--- src/rtl/pc_next_unit.sv ---
// pc_next_unit: IF-stage PC register with stall hold, pending redirect buffer,
// EX-over-ID source priority and a flush pulse on every committed redirect.
//
// Ports:
//   clk, rst_n          clock (rising edge), async active-low reset
//   stall               hold pc this cycle
//   sel[2:0]            001 ex_ta, 010 id_ta, 011 ex_alu, others sequential
//   ex_ta/id_ta/ex_alu  redirect targets
//   pc                  registered fetch PC
//   pc_plus             pc + INC (combinational)
//   redirect_pending    a redirect is buffered until stall drops
//   flush               one-cycle pulse when a redirect is loaded into pc
//   misalign_err        pulse when a committed target had its low bits cleared
//
// Optional: define PC_MISALIGN_CHECK_EN to force committed targets to
// word alignment and report it on misalign_err; otherwise it is tied 0.
module pc_next_unit #(
  parameter int unsigned       ADDR_W   = 32,
  parameter logic [ADDR_W-1:0] RESET_PC = '0,
  parameter logic [ADDR_W-1:0] INC      = ADDR_W'(4)
) (
  input  logic              clk,
  input  logic              rst_n,
  input  logic              stall,
  input  logic [2:0]        sel,
  input  logic [ADDR_W-1:0] ex_ta,
  input  logic [ADDR_W-1:0] id_ta,
  input  logic [ADDR_W-1:0] ex_alu,
  output logic [ADDR_W-1:0] pc,
  output logic [ADDR_W-1:0] pc_plus,
  output logic              redirect_pending,
  output logic              flush,
  output logic              misalign_err
);

  // rank: 0 none, 1 ID, 2 EX
  logic [ADDR_W-1:0] pend_tgt_q, pend_tgt_d;
  logic [1:0]        pend_rank_q, pend_rank_d;
  logic              pend_d;
  logic [ADDR_W-1:0] pc_d;
  logic              flush_d;

  logic              req;
  logic [1:0]        live_rank;
  logic [ADDR_W-1:0] live_tgt;

  logic              commit;
  logic [ADDR_W-1:0] commit_tgt;
  logic [ADDR_W-1:0] load_tgt;

  assign pc_plus = pc + INC;

  always_comb begin
    req       = 1'b0;
    live_rank = 2'd0;
    live_tgt  = '0;
    unique case (1'b1)
      (sel == 3'b001): begin
        req       = 1'b1;
        live_rank = 2'd2;
        live_tgt  = ex_ta;
      end
      (sel == 3'b010): begin
        req       = 1'b1;
        live_rank = 2'd1;
        live_tgt  = id_ta;
      end
      (sel == 3'b011): begin
        req       = 1'b1;
        live_rank = 2'd2;
        live_tgt  = ex_alu;
      end
      default: ;
    endcase
  end

  always_comb begin
    pc_d        = pc;
    pend_d      = redirect_pending;
    pend_tgt_d  = pend_tgt_q;
    pend_rank_d = pend_rank_q;
    flush_d     = 1'b0;
    commit      = 1'b0;
    commit_tgt  = '0;
    if (!stall) begin
      if (redirect_pending) begin
        // a strictly higher-ranked live request overrides the buffer
        commit      = 1'b1;
        pend_d      = 1'b0;
        pend_tgt_d  = '0;
        pend_rank_d = 2'd0;
        if (req && (live_rank > pend_rank_q))
          commit_tgt = live_tgt;
        else
          commit_tgt = pend_tgt_q;
      end else if (req) begin
        commit     = 1'b1;
        commit_tgt = live_tgt;
      end else begin
        pc_d = pc_plus;
      end
    end else if (req) begin
      if (!redirect_pending || (live_rank > pend_rank_q)) begin
        pend_d      = 1'b1;
        pend_tgt_d  = live_tgt;
        pend_rank_d = live_rank;
      end
    end
    if (commit) begin
      pc_d    = load_tgt;
      flush_d = 1'b1;
    end
  end

`ifdef PC_MISALIGN_CHECK_EN
  logic mis_d;

  assign load_tgt = {commit_tgt[ADDR_W-1:2], 2'b00};
  assign mis_d    = commit & (|commit_tgt[1:0]);

  always_ff @(posedge clk or negedge rst_n) begin
    if (!rst_n) misalign_err <= 1'b0;
    else        misalign_err <= mis_d;
  end
`else
  assign load_tgt     = commit_tgt;
  assign misalign_err = 1'b0;
`endif

  always_ff @(posedge clk or negedge rst_n) begin
    if (!rst_n) begin
      pc               <= RESET_PC;
      redirect_pending <= 1'b0;
      pend_tgt_q       <= '0;
      pend_rank_q      <= 2'd0;
      flush            <= 1'b0;
    end else begin
      pc               <= pc_d;
      redirect_pending <= pend_d;
      pend_tgt_q       <= pend_tgt_d;
      pend_rank_q      <= pend_rank_d;
      flush            <= flush_d;
    end
  end

endmodule

--- config.mk ---
export PLATFORM = sky130hd
export DESIGN_NAME = pc_next_unit
export DESIGN_NICKNAME = d
export VERILOG_FILES = /design/src/rtl/pc_next_unit.sv
export SDC_FILE = /design/constraint.sdc
export NUM_CORES = 1
export LEC_CHECK = 0
export BUFFER_PORTS_ARGS = -buffer_cell sky130_fd_sc_hd__buf_4
export CORE_MARGIN = 2
export CORE_UTILIZATION = 45
export DETAILED_ROUTE_END_ITERATION = 16
export PLACE_DENSITY = 0.73
export RECOVER_POWER = 100
export SYNTH_ARGS = -nofsm -noshare
export SYNTH_HDL_FRONTEND = slang
export SYNTH_SLANG_ARGS = --single-unit
export TNS_END_PERCENT = 30
--- constraint.sdc ---
create_clock -name clk -period 3.28 [get_ports clk]
set_input_delay 0.984 -clock clk [delete_from_list [all_inputs] [get_ports clk]]
set_output_delay 0.984 -clock clk [all_outputs]
set_load 0.01 [all_outputs]
After elaboration in Yosys (flattened, before gate mapping)
Index checks and enable logic that the tools add are counted.
Widths: inputs -> output; s select.
- $add $sub $neg: 1
- $lt $le $gt $ge: 1
- eq/ne operators: 8
- mux-type cells: 26
- reduce and logical (&&, ||, !) cells: 9
- operators with widths (kind ; count):
    $mux 32 ; 12
    $pmux 32 s3 ; 1
    $add 32x3->32 const B ; 1
    $ne 2x1->1 const B ; 5
    $mux 1 ; 8
    $mux 2 ; 4
    $eq 3x2->1 const B ; 2
    $reduce_and 3->1 ; 2
    $pmux 2 s2 ; 1
    $eq 3x1->1 const B ; 1
    $reduce_or 3->1 ; 1
    $gt 2x2->1 ; 1
    $reduce_and 2->1 ; 1
    $reduce_bool 2->1 ; 1
    $reduce_or 2->1 ; 1
    $logic_and 1x1->1 ; 1
    $logic_not 1->1 ; 1
    $logic_or 1x1->1 ; 1
- flip-flop bits (word level): 68
- input port bits: 102
- output and inout bits: 67

Depth between registers and ports, before layout
Gate-level depths: netlist (run 1).
- depth after elaboration: 9
- gate-level depth with buffers: 12
- depth with buffers taken out: 8

Worst setup path before layout (run 1)
OpenSTA, ideal clock, no wires.
- path kind: input port to flip-flop
- start point: input port sel[0]
- end point: register pend_tgt_q[20]
- library setup time: 0.121 ns
- arrival: 3.106 ns
- setup slack: 0.053 ns
- stages on the path: 11
- path buffers: 4
- cells stage by stage: clkbuf_1 inv_1 clkbuf_1 nor2_1 ha_1 and3_1 buf_2 a211oi_4 mux2i_2 buf_2 a22o_1
- word-level cells in the longest chain between the ends: 7
- RTL lines (item ; line ; text):
    start: declaration ; 25 ; input logic [2:0] sel,
    $eq 3x1->1 or $eq 3x2->1 (tied branches) ; 58, 68 ;
    $reduce_or 2->1 (no source line) ; - ;
    $pmux 2 s2 ; 57 ; unique case (1'b1)
    $gt 2x2->1 ; 103 ; if (!redirect_pending || (live_rank > pend_rank_q)) begin
    $logic_or 1x1->1 ; 103 ;
    $ne 2x1->1 (no source line) ; - ;
    $reduce_and 3->1 (no source line) ; - ;
    end signal: assignment ; 140 ; pend_tgt_q <= pend_tgt_d;
    end: declaration ; 37 ; logic [ADDR_W-1:0] pend_tgt_q, pend_tgt_d;
Several ways; a longest one is shown, not always the timed one. The select of a mux whose other input is x is not followed.
A chain may end at the register's enable or synchronous reset.

Final worst setup path (run 1)
- start point: register pc[4]
- end point: output port pc_plus[21]
- word-level cells in the longest chain between the ends: 1
- RTL lines (item ; line ; text):
    start: declaration ; 29 ; output logic [ADDR_W-1:0] pc,
    start signal: assignment ; 138 ; pc <= pc_d;
    $add 32x3->32 ; 51 ; assign pc_plus = pc + INC;
    end: declaration ; 30 ; output logic [ADDR_W-1:0] pc_plus,
No other way between the ends.

==> impl_metrics.csv, run 1 <==
group,metric,value,unit
clock_network,numCtsBuffers,9,
die,die_area,0.0116,mm2
synthesis,synth_cell_type_count,66,
worst_setup_path,cp_max_fo,7,
power_and_ir_drop,power_leakage,2.74,nW
die,die_y,108,um
worst_setup_path,crit_path_cell_trace,"nand4_2 -> nor3_4 -> nand4_1 -> xnor2_1 -> buf_4",
die,io_pins,169,
sta,rsz0062_at_grt,"false",
synthesis,ys_ff_latch,68,
die,rows,37,
final_layout,final_cell_area,0.00620,mm2
sta,slew_headroom,-0.148,
final_layout,mostFrequentLayoutCell,"buf_4",
drt,antenna_left,0,
min_path,holdPathStages,2,
global_route,grt_remaining_overflow,0,
drt,viasPerCell,5.98,
power_and_ir_drop,irDropWorstVdd,0.230,mV
synthesis,synth_area,0.00483,mm2
sta,skew,6.45,ps
synthesis,synth-warning-count,0,
sta,clock.fmax,0.317,GHz
final_layout,fin_cells,833,
sta,layout_min_cycle_time,3160,ps
sta,finalMaxSlewViolations,69,
synthesis,postSynthAreaPerCell,9.00,um2
status,status,"finished with violations",
final_layout,area_growth,28.3,%
worst_setup_path,crit_buf_inv,1,
final_layout,fill_cells,944,
final_layout,layout_common_cells,"buf_4, dfrtp_1, clkbuf_1, nand2_1, nor2_1",
worst_setup_path,worstPathArrival,2170,ps
min_path,worstHoldStart,"pend_tgt_q[10]$_DFFE_PN0P_",
place,portBuffers,167,
worst_setup_path,cp_slowest_stage_delay,500,ps
worst_setup_path,worst_path_max_delay_cell,"dfrtp_1",
power_and_ir_drop,power_density,494,mW/mm2
synthesis,syn-num-nets,642,
drt,drc_errors,0,
die,initial_core_util,0.466,
status,violations,"max-capacitance violations, max-slew violations",
drt,vias,4978,
worst_setup_path,r2r_start,"pend_rank_q[1]$_DFFE_PN0P_",
final_layout,fin_nets,797,
global_route,grt_usage,0.268,
sta,period_share,0.962,
global_route,grt_pass1_vias,4485,
global_route,grt_antenna_before_repair,0,
synthesis,synthCells,537,
worst_setup_path,reg2reg_to,"pend_tgt_q[8]$_DFFE_PN0P_",
worst_setup_path,worst-r2r-setup-slack,820,ps
drt,drt-initial-drc-count,349,
drt,avgRoutedWirePerCell,18.6,um
synthesis,synth-seq-area-share,0.352,
global_route,grt_pass1_wl,24100,um
synthesis,synth_async_sr_flop_share,1.00,
place,dp_cells,812,
sta,hold_viol_final,0,
clock_network,htree_levels,3,
worst_setup_path,ff2ff_path_depth,8,
sta,tightest_slew,1720,ps
final_layout,diodes,0,
final_layout,post-route-util,0.598,
final_layout,drive_gt1_frac,0.267,
global_route,grt_max_degree,69,
die,fp.dieW,108,um
worst_setup_path,crit_path_start_kind,"flip-flop",
place,place_area,0.00619,mm2
sta,fin_setup_tns,0,ps
global_route,gr-max-usage-layer,"met1",
drt,wirelength,15500,um
place,place_congestion,0.912,
clock_network,clkTransAtPathRegs,70,ps
min_path,hold_end,"pend_tgt_q[10]$_DFFE_PN0P_",
clock_network,cts_tree,"yes",
synthesis,synth_edf_count,0,
global_route,met2_usage,0.398,
worst_setup_path,required,2300,ps
clock_network,clk_path_buf_depth,2,
drt,first_pass_iters,5,
worst_setup_path,crit_family,"simple AND/OR/NAND/NOR gates",
sta,setup_viol,0,
clock_network,cts_sinks,68,
die,coreArea,0.0104,mm2
place,dp.final_hpwl,11300,um
global_route,use_met3,0.0448,
sta,whs,485,ps
global_route,met1_usage,0.400,
synthesis,ys.flop_type,"dfrtp_1",
clock_network,insertion_delay,350,ps
min_path,hold_class,"flip-flop to flip-flop",
flow_run,drv_cap,1,
clock_network,cts-root-buf,"clkbuf_8",
worst_setup_path,criticalPathCategory,"flip-flop to output port",
worst_setup_path,end_kind,"output port",
==> kinds of logic (layout without fill, tap and decap cells) <==
family	after synthesis	after routing	share of synthesized area
flip-flops	68	68	0.352
AND/OR/NAND/NOR	149	149	0.164
AO/OA/AOI/OAI	192	192	0.292
buffers and inverters	63	223	0.0603
XOR/XNOR	28	28	0.0507
other	1	1	0.000776
multiplexers	33	33	0.0722
adder cells (fa/ha/maj)	3	3	0.00776
==> worst reg2reg max path: stages, from the launching register on <==
cell and delay, ps:
dfrtp_1 340, inv_1 40, ha_1 300, and3_1 240, a211oi_1 430, clkbuf_1 470
o211ai_1 220, o21ai_0 170, o21ai_0 110
==> cells in the mapped netlist, drive strengths merged (4+ instances only) <==
cell type	n	area share
dfrtp	68	0.35
nand2	45	0.035
nor2	41	0.033
o21ai	33	0.034
buf	31	0.035
a22o	30	0.054
a21oi	27	0.029
a22oi	24	0.037
xnor2	23	0.042
mux2i	21	0.044
clkbuf	17	0.013
inv	15	0.012
nand4	14	0.027
mux2	12	0.028
nand3	12	0.015
nor3	11	0.016
a211oi	10	0.019
a2bb2oi	9	0.016
nand2b	9	0.012
o22ai	9	0.012
o22a	7	0.013
o31ai	7	0.011
and3	5	0.0067
o221ai	5	0.0091
xor2	5	0.0091
a211o	4	0.0075
nor4	4	0.0065
o211ai	4	0.0062
o21a	4	0.0062
o31a	4	0.0072
==> state kept, by name, summed over array words and instances (netlist names) <==
| signal | cells |
|---|---|
| pc | 32 |
| pend_tgt_q | 32 |
| pend_rank_q | 2 |
| flush | 1 |
| redirect_pending | 1 |
==> worst max path at each step <==
stage	from	end	slack, ps	depth (start not counted)
floorplan	sel[0]	pend_tgt_q[20]$_DFFE_PN0P_	50	11
global placement	sel[0]	pc[9]$_DFFE_PN0P_	140	9
detailed placement	sel[0]	pc[9]$_DFFE_PN0P_	130	9
CTS	pc[4]$_DFFE_PN0P_	pc_plus[21]	7	5
global route	pc[3]$_DFFE_PN0P_	pc_plus[26]	7	7
finish	pc[4]$_DFFE_PN0P_	pc_plus[21]	120	5
==> power by group <==
group	leakage, nW	switching (mW)	internal [mW]
Clock	0.103	0.323	0.380
Sequential	0.868	0.231	0.995
Combinational	1.77	0.608	0.527
==> layout make-up <==
| cell class | instances | area, um2 | share of cell area |
|---|---|---|---|
| inverter | 15 | 56.3 | 0.00908 |
| tap | 136 | 170 | 0.0274 |
| multi-input combinational | 406 | 2810 | 0.454 |
| timing repair buffer | 192 | 1260 | 0.203 |
| clock buffer | 16 | 200 | 0.0323 |
| sequential | 68 | 1710 | 0.275 |
==> timing repair <==
action,CTS,global route
endpoints found under the hold margin,0,0
setup buffers,1,4
resized for setup,1,5
hold buffers,0,0
pin swaps,2,2
setup endpoints to repair,2,8
==> stage by stage <==
step           setup slack, ps  power [mW]
2_1_floorplan             52.9        1.88
3_3_place_gp               142        2.47
3_5_place_dp               129        2.50
4_1_cts                   6.92        3.19
5_1_grt                   6.66        3.24
6_report                   123        3.06
==> per-layer routing <==
metal | routed length [um] | up-vias
met5 | 0 | -
met4 | 207 | 0
met3 | 1180 | 18
met2 | 7190 | 218
met1 | 6890 | 2425
li1 | - | 2317
(Power assumes the default switching activity.)
==> inputs of run 2 (changes only) <==
--- a/config.mk
+++ b/config.mk
@@ -9,7 +9,7 @@
 export CORE_MARGIN = 2
 export CORE_UTILIZATION = 45
 export DETAILED_ROUTE_END_ITERATION = 16
-export PLACE_DENSITY = 0.73
+export PLACE_DENSITY = 0.76
 export RECOVER_POWER = 100
 export SYNTH_ARGS = -nofsm -noshare
 export SYNTH_HDL_FRONTEND = slang
==> constraint.sdc (replaced) <==
create_clock -name clk -period 2.53 [get_ports clk]
set_input_delay 0.759 -clock clk [delete_from_list [all_inputs] [get_ports clk]]
set_output_delay 0.759 -clock clk [all_outputs]
set_load 0.01 [all_outputs]
==> run 2 against run 1 <==
Compared with the run above:
- the run ends with negative setup slack left
- clock skew up 2.6 ps
- final cell count grew 9.1%
- global-route usage is 1.2 points higher
- sequential cell count stayed put
- routed wire length rose by 6.4%
- utilization rose by 9.2 points
- combinational power grew 83%
- clock power grew 26%
- setup slack lost 270 ps
==> impl_metrics.csv, run 2 (synthesis gave the netlist of run 1 again) <==
group,metric,value,unit
power_and_ir_drop,power_leakage,3.32,nW
clock_network,clk_path_buf_depth,2,
worst_setup_path,r2r_start,"pend_rank_q[1]$_DFFE_PN0P_",
power_and_ir_drop,power.share.sequential,0.336,
clock_network,cts-root-buf,"clkbuf_8",
drt,antenna_left,0,
status,violations,"negative setup slack",
place,place_congestion,0.923,
sta,rsz0062_at_grt,"true",
worst_setup_path,worst-r2r-setup-slack,450,ps
global_route,grt_pass1_vias,4998,
global_route,grt_antenna_before_repair,0,
worst_setup_path,worstPathArrival,1920,ps
clock_network,htree_levels,3,
power_and_ir_drop,internal-power,2.81,mW
global_route,grt_pass1_wl,25600,um
flow_run,drv_cap,0,
drt,viasPerCell,5.89,
die,rows,37,
final_layout,post-route-util,0.690,
final_layout,fin_nets,873,
sta,layout_min_cycle_time,2680,ps
sta,finalMaxSlewViolations,0,
sta,setup_viol,20,
die,initial_core_util,0.466,
worst_setup_path,crit_path_start_kind,"flip-flop",
power_and_ir_drop,irDropWorstVdd,0.345,mV
clock_network,clkTransAtPathRegs,80,ps
worst_setup_path,cp_slowest_stage_delay,360,ps
final_layout,reg_top3,"pc (32), pend_tgt_q (32), pend_rank_q (2)",
worst_setup_path,crit_path_cell_trace,"nand4_1 -> buf_4 -> nor4_4 -> buf_4 -> xnor2_1 -> buf_4",
final_layout,layout_common_cells,"buf_4, dfrtp_1, nand2_1, nor2_1, o21ai_0",
die,coreArea,0.0104,mm2
sta,slew_headroom,0.299,
sta,fin_setup_tns,-1650,ps
clock_network,insertion_delay,340,ps
worst_setup_path,crit_path_start,"pc[14]$_DFFE_PN0P_",
sta,layout_setup_ws,-152,ps
sta,whs,493,ps
sta,skew,9.01,ps
clock_network,cts_tree,"yes",
min_path,holdPathStages,2,
power_and_ir_drop,power_density,622,mW/mm2
power_and_ir_drop,p_clk_frac,0.199,
sta,hold_viol_final,0,
worst_setup_path,end_kind,"output port",
drt,first_pass_iters,5,
final_layout,drive_gt1_frac,0.432,
min_path,hold_end,"pend_rank_q[1]$_DFFE_PN0P_",
power_and_ir_drop,switchingPower,1.64,mW
worst_setup_path,criticalPathCategory,"flip-flop to output port",
min_path,worstHoldStart,"pend_rank_q[1]$_DFFE_PN0P_",
place,portBuffers,167,
sta,clock.fmax,0.373,GHz
die,io_pins,169,
worst_setup_path,reg2reg_to,"pend_tgt_q[26]$_DFFE_PN0P_",
final_layout,area_growth,48.0,%
power_and_ir_drop,total_power,4.45,mW
worst_setup_path,cp_max_fo,3,
worst_setup_path,worst_path_max_delay_cell,"dfrtp_1",
worst_setup_path,crit_buf_inv,3,
global_route,grt_max_degree,41,
clock_network,cts_sinks,68,
power_and_ir_drop,p_comb_frac,0.465,
final_layout,diodes,0,
die,fp.dieW,108,um
power_and_ir_drop,switching_share,0.370,
min_path,hold_class,"flip-flop to flip-flop",
clock_network,numCtsBuffers,9,
worst_setup_path,cp_common_cell,"buf_4",
place,dp.final_hpwl,12300,um
final_layout,mostFrequentLayoutCell,"buf_4",
drt,drt-initial-drc-count,364,
global_route,grt_remaining_overflow,0,
die,die_y,108,um
drt,drc_errors,0,
drt,wirelength,16500,um
worst_setup_path,crit_family,"buffers and inverters",
die,die_area,0.0116,mm2
drt,vias,5352,
sta,tightest_slew,1050,ps
drt,avgRoutedWirePerCell,18.1,um
sta,period_share,1.06,
worst_setup_path,ff2ff_path_depth,6,
worst_setup_path,required,1770,ps
status,status,"finished with violations",
global_route,grt_usage,0.280,
==> run 2: changes by cell type in the layout (fill, tap and decap cells not counted), moves of 4 or more <==
cell,before,now
clkbuf_8,14,9
buf_6,0,4
buf_4,138,245
xnor2_1,23,19
nor2_2,0,6
xnor2_2,0,4
clkbuf_1,54,15
nor2_1,39,34
==> run 2: final cells by class <==
type                       count  area, um2
clock buffer                  11        131
clock inverter                 5       52.6
fill                         809       3220
inverter                      15       63.8
multi-input combinational    407       3020
sequential                    68       1710
tap                          136        170
timing repair buffer         267       2000
==> run 2: worst reg2reg max path, delay by kind of cell, from the launching register on <==
family                     cells  cell delay, ps
AOI/OAI and AO/OA              2             600
adders and majority gates      1             270
buffers and inverters          1              40
and+or+nand+nor                2             770
DFF                            1             340
==> run 2: routing by layer <==
| layer | up-vias | track usage | routed length [um] |
|---|---|---|---|
| li1 | 2479 | - | - |
| met1 | 2559 | 0.398 | 7000 |
| met2 | 289 | 0.434 | 7660 |
| met3 | 25 | 0.0508 | 1510 |
| met4 | 0 | 0.0833 | 282 |
| met5 | - | 0 | 0 |
==> run 2: how the worst max path moves through the flow <==
stage | to | cells after the start
floorplan | pend_tgt_q[20]$_DFFE_PN0P_ | 11
global placement | pc[21]$_DFFE_PN0P_ | 11
detailed placement | pc[21]$_DFFE_PN0P_ | 11
CTS | pc_plus[24] | 6
global route | pc_plus[21] | 6
finish | pc_plus[16] | 6
==> run 2: power by group through the flow <==
stage | clock, mW | combinational, mW | sequential (mW)
after global routing | 0.932 | 2.23 | 1.52
after detailed placement | 0 | 1.99 | 1.49
after global placement | 0 | 1.95 | 1.48
after floorplan | 0 | 0.885 | 1.58
final | 0.884 | 2.07 | 1.50
after CTS | 0.882 | 2.04 | 1.49
==> run 2: repair_timing <==
item | 4_1_cts | 5_1_grt
gates resized for setup | 15 | 21
endpoints found under the setup margin | 22 | 26
gates cloned | 1 | 0
setup buffers | 8 | 9
pin swaps | 5 | 9
hold buffers | 0 | 0
==> run 2: metrics by stage <==
stage / setup slack, ps / cell area [um2] / cells
3_5_place_dp: -263 / 6740 / 875
4_1_cts: -160 / 7060 / 900
5_1_grt: -222 / 7150 / 909
2_1_floorplan: -168 / 4940 / 537
6_report: -152 / 7150 / 909
3_3_place_gp: -208 / 6740 / 875
